`src/rtl/nios_pio_gen.sv`:
```
// Avalon-MM parallel I/O slave: per-bit direction, atomic set/clear, synchronised inputs,
// edge capture and maskable irq. Define NIOS_PIO_BITCLR_EN for write-1-to-clear edge capture.
module nios_pio_gen #(
   parameter int          WIDTH     = 8,
   parameter logic [31:0] DIR_RESET = 32'h0,
   parameter logic [31:0] OUT_RESET = 32'h0,
   parameter int          EDGE_TYPE = 0
) (
   input  logic             clk,
   input  logic             reset_n,
   input  logic [2:0]       address,
   input  logic             chipselect,
   input  logic             write_n,
   input  logic [31:0]      writedata,
   output logic [31:0]      readdata,
   input  logic [WIDTH-1:0] in_port,
   output logic [WIDTH-1:0] out_port,
   output logic [WIDTH-1:0] oe_port,
   output logic             irq
);

   logic             wr_en;
   logic [WIDTH-1:0] wd;
   logic [WIDTH-1:0] data_out;
   logic [WIDTH-1:0] dir;
   logic [WIDTH-1:0] irq_mask;
   logic [WIDTH-1:0] edge_capture;
   logic [WIDTH-1:0] sync_meta;
   logic [WIDTH-1:0] sync_in;
   logic [WIDTH-1:0] prev_in;
   logic [WIDTH-1:0] edge_det;
   logic [WIDTH-1:0] ec_clr;
   logic [31:0]      rd_mux;
   logic             unused_wd;

   assign wr_en     = chipselect & ~write_n;
   assign wd        = writedata[WIDTH-1:0];
   assign unused_wd = ^writedata;

   generate
      if (EDGE_TYPE == 1) begin : g_fall
         assign edge_det = ~sync_in & prev_in;
      end else if (EDGE_TYPE == 2) begin : g_any
         assign edge_det = sync_in ^ prev_in;
      end else begin : g_rise
         assign edge_det = sync_in & ~prev_in;
      end
   endgenerate

`ifdef NIOS_PIO_BITCLR_EN
   assign ec_clr = (wr_en && address == 3'd3) ? wd : '0;
`else
   assign ec_clr = {WIDTH{wr_en && address == 3'd3}};
`endif

   always_ff @(posedge clk or negedge reset_n) begin
      if (!reset_n) begin
         data_out <= OUT_RESET[WIDTH-1:0];
         dir      <= DIR_RESET[WIDTH-1:0];
         irq_mask <= '0;
      end else if (wr_en) begin
         case (address)
            3'd0:    data_out <= wd;
            3'd1:    dir      <= wd;
            3'd2:    irq_mask <= wd;
            3'd4:    data_out <= data_out | wd;
            3'd5:    data_out <= data_out & ~wd;
            default: ;
         endcase
      end
   end

   // Two-flop synchroniser, then one delay stage for edge comparison
   always_ff @(posedge clk or negedge reset_n) begin
      if (!reset_n) begin
         sync_meta <= '0;
         sync_in   <= '0;
         prev_in   <= '0;
      end else begin
         sync_meta <= in_port;
         sync_in   <= sync_meta;
         prev_in   <= sync_in;
      end
   end

   // A new edge overrides a simultaneous clear on the same bit
   always_ff @(posedge clk or negedge reset_n) begin
      if (!reset_n) begin
         edge_capture <= '0;
         irq          <= 1'b0;
      end else begin
         edge_capture <= (edge_capture & ~ec_clr) | edge_det;
         irq          <= |(edge_capture & irq_mask);
      end
   end

   always_comb begin
      rd_mux = '0;
      case (address)
         3'd0:    rd_mux[WIDTH-1:0] = (sync_in & ~dir) | (data_out & dir);
         3'd1:    rd_mux[WIDTH-1:0] = dir;
         3'd2:    rd_mux[WIDTH-1:0] = irq_mask;
         3'd3:    rd_mux[WIDTH-1:0] = edge_capture;
         default: rd_mux = '0;
      endcase
   end

   always_ff @(posedge clk or negedge reset_n) begin
      if (!reset_n) readdata <= '0;
      else          readdata <= rd_mux;
   end

   assign out_port = data_out;
   assign oe_port  = dir;

endmodule

```
`config.mk`:
```
export PLATFORM = sky130hd
export DESIGN_NAME = nios_pio_gen
export DESIGN_NICKNAME = d
export VERILOG_FILES = /design/src/rtl/nios_pio_gen.sv
export SDC_FILE = /design/constraint.sdc
export NUM_CORES = 1
export LEC_CHECK = 0
export CAP_MARGIN = 20
export CELL_PAD_IN_SITES_DETAIL_PLACEMENT = 1
export CELL_PAD_IN_SITES_GLOBAL_PLACEMENT = 2
export CORE_ASPECT_RATIO = 1.25
export CORE_UTILIZATION = 31
export CTS_CLUSTER_DIAMETER = 60
export DETAILED_ROUTE_END_ITERATION = 12
export PLACE_DENSITY = 0.87
export SLEW_MARGIN = 10
export SYNTH_ARGS = -nofsm -noshare
export SYNTH_HDL_FRONTEND = slang
export SYNTH_SLANG_ARGS = --single-unit
export TNS_END_PERCENT = 100
```
`constraint.sdc`:
```
create_clock -name clk -period 2 [get_ports clk]
set_input_delay 0.3 -clock clk [delete_from_list [all_inputs] [get_ports clk]]
set_output_delay 0.3 -clock clk [all_outputs]
set_load 0.02 [all_outputs]
```
# Word level (Yosys, flattened, before mapping)
# Index checks and enable logic that the tools add are counted.
# totals
out_inout_bits	49
reg_bits	65
inputBits	47
# op_classes
n_reduce_logical	7
n_eq_ne	5
bitwise_logic	15
muxes	2
# op_table
cell	n
$and 8x8->8	6
$not 8->8	4
$pmux 8 s4	1
$or 8x8->8	3
$pmux 8 s3	1
$reduce_or 8->1	1
$eq 3x2->1 const B	2
$eq 3x3->1 const B	2
$reduce_and 2->1	3
$eq 3x1->1 const B	1
$logic_not 3->1	1
$reduce_bool 3->1	1
$and 1x1->1	1
$logic_and 1x1->1	1
$not 1->1	1

# Longest topological paths before layout
# depth
depth_word	6
ltp_mapped	5
depth_no_buf	3

# Worst setup path before layout
# Ideal clock, no wire load.
# synth_timing
path_kind	input -> register
from	input port address[0]
to	register dir[0], in the netlist oe_port[0]
setup_ps	125
path_slack_ps	796
path_stages	4
arrival_time_ps	1080
n_path_buf	1
path_cell_list	buf_6 and2b_2 nand3b_4 mux2_2
# synth_between
elab_chain_len	2
# synth_rtl
item	line	text
start, declared	11	input logic [2:0] address,
$eq 3x1->1	62	case (address)
$reduce_and 2->1 (no line)	-	
end signal, assigned	59	dir <= DIR_RESET[WIDTH-1:0];
end signal, assigned	64	3'd1: dir <= wd;
end, declared	25	logic [WIDTH-1:0] dir;
# Every way passes these cells.
# A chain may end at the register's enable or synchronous reset.

# Worst setup path in the final report
# layout_timing
from	input port address[1]
to	register data_out[4], in the netlist out_port[4]
# layout_between
elab_chain_len	3
# layout_rtl
item	line	text
$eq 3x3->1 / $logic_not 3->1 (equally long branches)	62	
$reduce_bool 3->1 (no line)	-	
$reduce_and 2->1 (no line)	-	
end signal, assigned	63	3'd0: data_out <= wd;
end signal, assigned	66	3'd4: data_out <= data_out | wd;
end signal, assigned	67	3'd5: data_out <= data_out & ~wd;
end, declared	24	logic [WIDTH-1:0] data_out;
# Parallel ways exist; a longest one is shown, timed or not.

==> impl_metrics.tcl <==
set metrics [dict create \
    powerDensity_nw_per_um2 1020 \
    htreeDepth 3 \
    n_antenna_cell 0 \
    drtPass1Iterations 4 \
    grt_max_degree 36 \
    worstPathRequired_ns 2.27 \
    postCtsResizedCells 0 \
    crit_path_top_delay_cell "clkdlybuf4s50_1" \
    ys_seq_area_frac 0.587 \
    slew_headroom 0.559 \
    r2r_slack_ns 0.94 \
    critPathLaunchType "input port" \
    clock-root-buffer "clkbuf_8" \
    tightest_slew_ns 0.661 \
    fmax_mhz 591 \
    layout.area.seq_sq_um 1630 \
    design.core.area_sq_um 8650 \
    ys_seq_elements 65 \
    regToRegStartpoint "oe_port[1]$_DFFE_PN0P_" \
    first_global_vias 1960 \
    yosysWarnings 0 \
    cts.clk_slew.worst_paths_ns 0.07 \
    numCtsBuffers 9 \
    die_x_um 86.6 \
    grt_pass1_wl_mm 10.2 \
    num_rows 38 \
    fin_crit_sh 0.846 \
    io_pins 96 \
    ant_nets 0 \
    multi_input_area_sq_um 955 \
    drc 0 \
    p_leak_nw 1.57 \
    crit_type "input port to register" \
    globalRouteOverflowTotal 0 \
    peakVddDrop_v 0.000335 \
    slowest_delay_ns 0.57 \
    syn-cell-area_sq_um 2770 \
    drt_iter0_markers 101 \
    post-cts-setup-buffer-count 0 \
    place.gp.congestion 0.767 \
    tns_ns 0 \
    crit_fanout 8 \
    wl_mm 6.17 \
    die_area_sq_um 9320 \
    crit_path_end "out_port[4]$_DFFE_PN0P_" \
    grt_usage 0.147 \
    cts.path.max_buffers 2 \
    hpwl_mm 4.52 \
    io_buffer_count 47 \
    insertion_delay_ns 0.34 \
    fin_crit_ns 1.69 \
    r2r_end "readdata[1]$_DFF_PN0_" \
    synth_area_per_cell_sq_um 12.8 \
    rsz0062_at_grt "no" \
    wl_per_cell_um 15.3 \
    finalHoldViolations 0 \
    holdCritPathClass "register to register" \
    fin_worst_skew_ns 0.00554 \
    r2r_cells 3 \
    crit_start "address[1]" \
    status "complete, no violations" \
    die_h_um 108 \
    area.growth.synth_to_final_pct 27.6 \
    crit_chain "clkdlybuf4s50_1 -> buf_4 -> nor2b_1 -> a22oi_1 -> nand2_1" \
    clock_sinks 65 \
    hold_slack_ns 0.348 \
    cts_tree "built" \
    endpoint_kind "register" \
    avgViaCountPerCell 4.64 \
    arrival_ns 1.96 \
    min_from "sync_meta[2]$_DFF_PN0_" \
    antenna_found_initial 0 \
    drv_cap 0 \
    final_nets 326 \
    finalMaxSlewViolations 0 \
    initial_utilization 0.320 \
    syn_inst 217 \
    cts-hold-fix-buffers 1 \
    num_vias 1874 \
    fillers 967 \
    power_mw 3.60 \
    drive_gt1_frac 0.173 \
    finalSetupViolations 0 \
    synthDistinctLibCells 28 \
]
-- metal layers --
layer  vias to the layer above  track usage  share of wire
met5                         -            0              0
met4                         0       0.0571          0.020
met3                        15       0.0422          0.052
met2                        61        0.241           0.51
met1                       951        0.182           0.42
li1                        847            -              -
-- state kept, by name (all words and copies together) (netlist names) --
| signal | count |
|---|---|
| sync_in | 8 |
| irq | 1 |
| out_port | 8 |
| sync_meta | 8 |
| readdata | 8 |
| prev_in | 8 |
| oe_port | 8 |
| edge_capture | 8 |
| irq_mask | 8 |
-- cell families after synthesis --
kind of cell    share of synthesized area
buf+inv                            0.0994
flops                               0.587
compound gates                      0.129
mux                                0.0939
simple gates                       0.0858
other cells                       0.00135
xor+xnor                          0.00316
-- worst min-delay path by stage --
| stage | end | depth (start not counted) |
|---|---|---|
| 2_1_floorplan | edge_capture[0]$_DFF_PN0_ | 0 |
| 3_3_place_gp | edge_capture[7]$_DFF_PN0_ | 1 |
| 3_5_place_dp | prev_in[7]$_DFF_PN0_ | 1 |
| 4_1_cts | sync_in[5]$_DFF_PN0_ | 0 |
| 5_1_grt | sync_in[6]$_DFF_PN0_ | 0 |
| 6_report | sync_in[2]$_DFF_PN0_ | 0 |
-- power breakdown --
group / internal, mW / switching, mW / total [mW]
registers: 1.50 / 0.159 / 1.66
clock network: 0.605 / 0.488 / 1.09
logic: 0.425 / 0.424 / 0.850
total: 2.53 / 1.07 / 3.60
-- stage by stage --
| step | worst slack, ns | cell area (sq um) | std cells | utilization |
|---|---|---|---|---|
| CTS | 0.296 | 3540 | 404 | 0.409 |
| global placement | 0.114 | 3330 | 387 | 0.385 |
| detailed placement | 0.0179 | 3330 | 387 | 0.385 |
| finish | 0.308 | 3540 | 404 | 0.409 |
| floorplan | 0.796 | 2860 | 240 | - |
| global route | 0.222 | 3540 | 404 | 0.409 |
-- worst max-delay path: cells and delay by family --
kind	cells	cell delay [ns]
buffers and inverters	2	0.82
and+or+nand+nor	2	0.66
AOI/OAI and AO/OA	1	0.18
-- cells in the final DEF, fill, tap and decap left out, drive strengths merged, types with 8 or more instances in the layout --
cell type and count:
a211oi 13, a22o 8, a22oi 12, buf 13, clkbuf 11, clkdlybuf4s50 46
conb 24, dfrtp 65, inv 8, mux2 16, mux2i 8, nand2 8
nor2b 9, o21a 8, o21ai 8
-- cells in the mapped netlist --
cell type	instances	share of area
conb_1	1	0.0014
or3b_1	1	0.0032
dfrtp_1	65	0.59
o21a_1	8	0.022
buf_4	25	0.068
nor4b_4	1	0.0086
nand3_1	1	0.0018
inv_1	8	0.011
xor2_1	1	0.0032
nand4_1	1	0.0023
and2b_2	2	0.0063
a22o_1	8	0.025
nor3b_1	3	0.0081
nand2_1	8	0.011
nand3_2	1	0.0036
nor3_1	3	0.0054
buf_6	4	0.016
buf_2	1	0.0018
o21ai_0	8	0.014
mux2_2	16	0.065
buf_1	1	0.0014
nand3b_4	1	0.0072
mux2i_1	8	0.029
a211oi_1	13	0.035
nor2_1	6	0.0081
clkbuf_1	1	0.0014
nor2b_1	9	0.020
a22oi_1	12	0.033
-- cell type report --
| class | count | area share |
|---|---|---|
| timing repair buffer | 60 | 0.163 |
| multi-input combinational | 135 | 0.270 |
| tap | 120 | 0.0425 |
| inverter | 8 | 0.00849 |
| clock buffer | 11 | 0.0400 |
| clock inverter | 5 | 0.0156 |
| sequential | 65 | 0.460 |
No activity file was read; power rests on OpenSTA's default activity.
==> edit (same flow settings) <==
Build with the macro `NIOS_PIO_BITCLR_EN` defined.
--- a/src/rtl/nios_pio_gen.sv
+++ b/src/rtl/nios_pio_gen.sv
@@ -2,2 +2,4 @@
 // edge capture and maskable irq. Define NIOS_PIO_BITCLR_EN for write-1-to-clear edge capture.
+`define NIOS_PIO_BITCLR_EN
+
 module nios_pio_gen #(
Formal check against the unedited RTL: not equivalent (a bounded check fails within 10 cycles, from zero or initial values and one cycle with reset_n low).
==> edit against the unedited design <==
  * Worst setup slack got worse by 0.14 ns
  * First-iteration DRC count down 37%
  * Maximum frequency is 7.7% lower
  * Final area up 2.5%
  * Combinational power is 1% lower
  * Largest cell class unchanged
  * Routed wire length grew 8.8%
  * Area after synthesis about the same
  * Hold slack better by 0.0011 ns
  * Power increased by 1.9%
  * Sequential cell count unchanged
==> edit: results (changes against the unedited design) <==
The run finished with clean final reports. The tightest slew margin relative to the limit is 51.01% (-4.9 points). The number of iterations in the first detailed-routing pass came out at 4 (unchanged).

The clock transition at the register clock pins on the worst setup and hold paths after CTS came out at 0.07 ns (about the same). The H-tree level count is 3 (unchanged). The total CTS buffers came out at 9 (unchanged). The highest ir drop seen on vdd came out at 0.2723 mV (-19%). Yosys attributes the largest share of cell area to sky130_fd_sc_hd__dfrtp_1 59%, sky130_fd_sc_hd__buf_4 6.5%, sky130_fd_sc_hd__mux2_4 4.3%. The number of buffers between clock root and the deepest sink came out at 2 (unchanged).

The largest fanout on the critical path is 8 (unchanged). The most frequently used cell type in the post-synthesis netlist is sky130_fd_sc_hd__dfrtp_1. The initial antenna violation count came out at 0 (unchanged).

The final routed DRC violation total is 0 (unchanged). Clock tree synthesis selected as its root buffer the cell sky130_fd_sc_hd__clkbuf_8. The total of cells resized after clock tree synthesis came to 0 (unchanged). The signal arrival time at the worst endpoint was 2.12 ns (+0.16 ns). Sorting the synthesized cells by how often they occur yields 65 x sky130_fd_sc_hd__dfrtp_1, 24 x sky130_fd_sc_hd__buf_4, 17 x sky130_fd_sc_hd__inv_1. The wire length of the first global-routing pass is 10760 um (+5.9%). The path class of the tightest hold or removal check is reg2reg.

The final weighted congestion of routability-driven global placement is 0.7564 (-1.4%). In this design, the largest share of critical-path delay is due to simple AND/OR/NAND/NOR gates. The total of warnings raised by yosys is 0 (unchanged). The detailed router's first-iteration violation count is 64 (-37%). The number of buffer cells added on primary ports was 47 (unchanged). The insertion delay to the later sink of the worst-skew pair is 0.35 ns.

The via count of the first global-routing pass is 2065 (+5.4%). The pin count of the biggest net entering global routing is 29 (-19%). The clock tree skew after final layout is 0.006180 ns (+0.0006444 ns). The share of synthesized flip-flops with an asynchronous set or reset came out at 100.0% (unchanged).

The post-CTS setup buffer count is 0 (unchanged). The total global routing track utilization was 15.82% (+1.1 points). Among all stages on the critical path, the largest delay is contributed by sky130_fd_sc_hd__nor2b_1.

The delay of the slowest cell on the worst path came out at 0.64 ns (+0.07 ns). The leakage component of the power was 1.622 nW (+3.6%). The HPWL after detailed placement came out at 4692 um (+3.9%). The number of nets in the layout is 327 (+0.31%). The aggregate routed wire length was 6715 um (+8.8%). The number of different library cells in the post-synthesis netlist came to 26 (-7.1%). The sequential share of the synthesized area came to 58.66% (about the same). The antenna diode count was 0 (unchanged). The via count normalized by instance count came out at 4.726 (+1.9%).

The layout cell share with drive strength beyond 1 came out at 19.30% (+2.0 points).
[edit: changes by cell type in the layout (fill, tap and decap cells not counted), sizes merged, moves of 6 or more]
cell   change
o31ai      +8
nand2      -8
and4       +8
nor2       -6
o21ai      +8
nor2b      -6
o311a      +6
inv        +9
buf        +8
a221o      +8
a22o       -8
a22oi      -8
o21a       -8
[edit: final timing paths]
path                                   end    startpoint  slack, ns  cells past startpoint
max                            out_port[5]    address[1]       0.17                      4
min in group asynchronous  edge_capture[7]       reset_n       0.46                      2
max in group asynchronous      out_port[3]       reset_n       0.91                      3
max reg2reg                    readdata[3]    sync_in[3]       0.74                      3
min reg2reg                     sync_in[3]  sync_meta[3]       0.35                      0
min                             sync_in[3]  sync_meta[3]       0.35                      0
[edit: through the flow]
step	setup WS (ns)	hold WS, ns	cells	instance area (um2)	TNS [ns]
finish	0.1683	0.3494	405	3625	0
global route	0.1141	0.3568	405	3625	0
CTS	0.1429	0.3518	405	3625	0
detailed placement	-0.2041	0.2970	388	3400	-1.592
global placement	-0.1735	0.2985	388	3400	-1.324
floorplan	0.5868	0.004409	236	2859	0
[edit: what timing repair did]
action,4_1_cts,5_1_grt
hold buffers,1,0
endpoints found under the hold margin,20,0
setup endpoints to repair,0,0
[edit: area by class of cell]
class,count,area (um2)
clock inverters,4,50.05
clock buffers,12,165.2
multi-input cells,119,918.4
flip-flops and latches,65,1627
fillers,936,5076
inverters,17,63.81
well taps,120,150.1
repair buffers,68,650.6
[edit: where the power goes]
group,internal [mW],total [mW],switching (mW)
clock network,0.675,1.19,0.512
registers,1.49,1.64,0.151
logic,0.435,0.840,0.405
[edit: logic make-up after synthesis]
group	after synthesis	share of synthesized area, %
flip-flops	65	58.66
AO/OA/AOI/OAI	52	13.99
buffers and inverters	52	11.33
multiplexers	22	9.748
AND/OR/NAND/NOR	21	6.137
other	1	0.1352
[edit: layer usage]
metal | GRT usage, % | vias to the layer above | part of all wire, %
met5 | 0 | - | 0
met2 | 26.25 | 66 | 51
met4 | 7.738 | 0 | 1.5
met3 | 4.525 | 10 | 4.9
met1 | 18.64 | 978 | 43
li1 | - | 860 | -
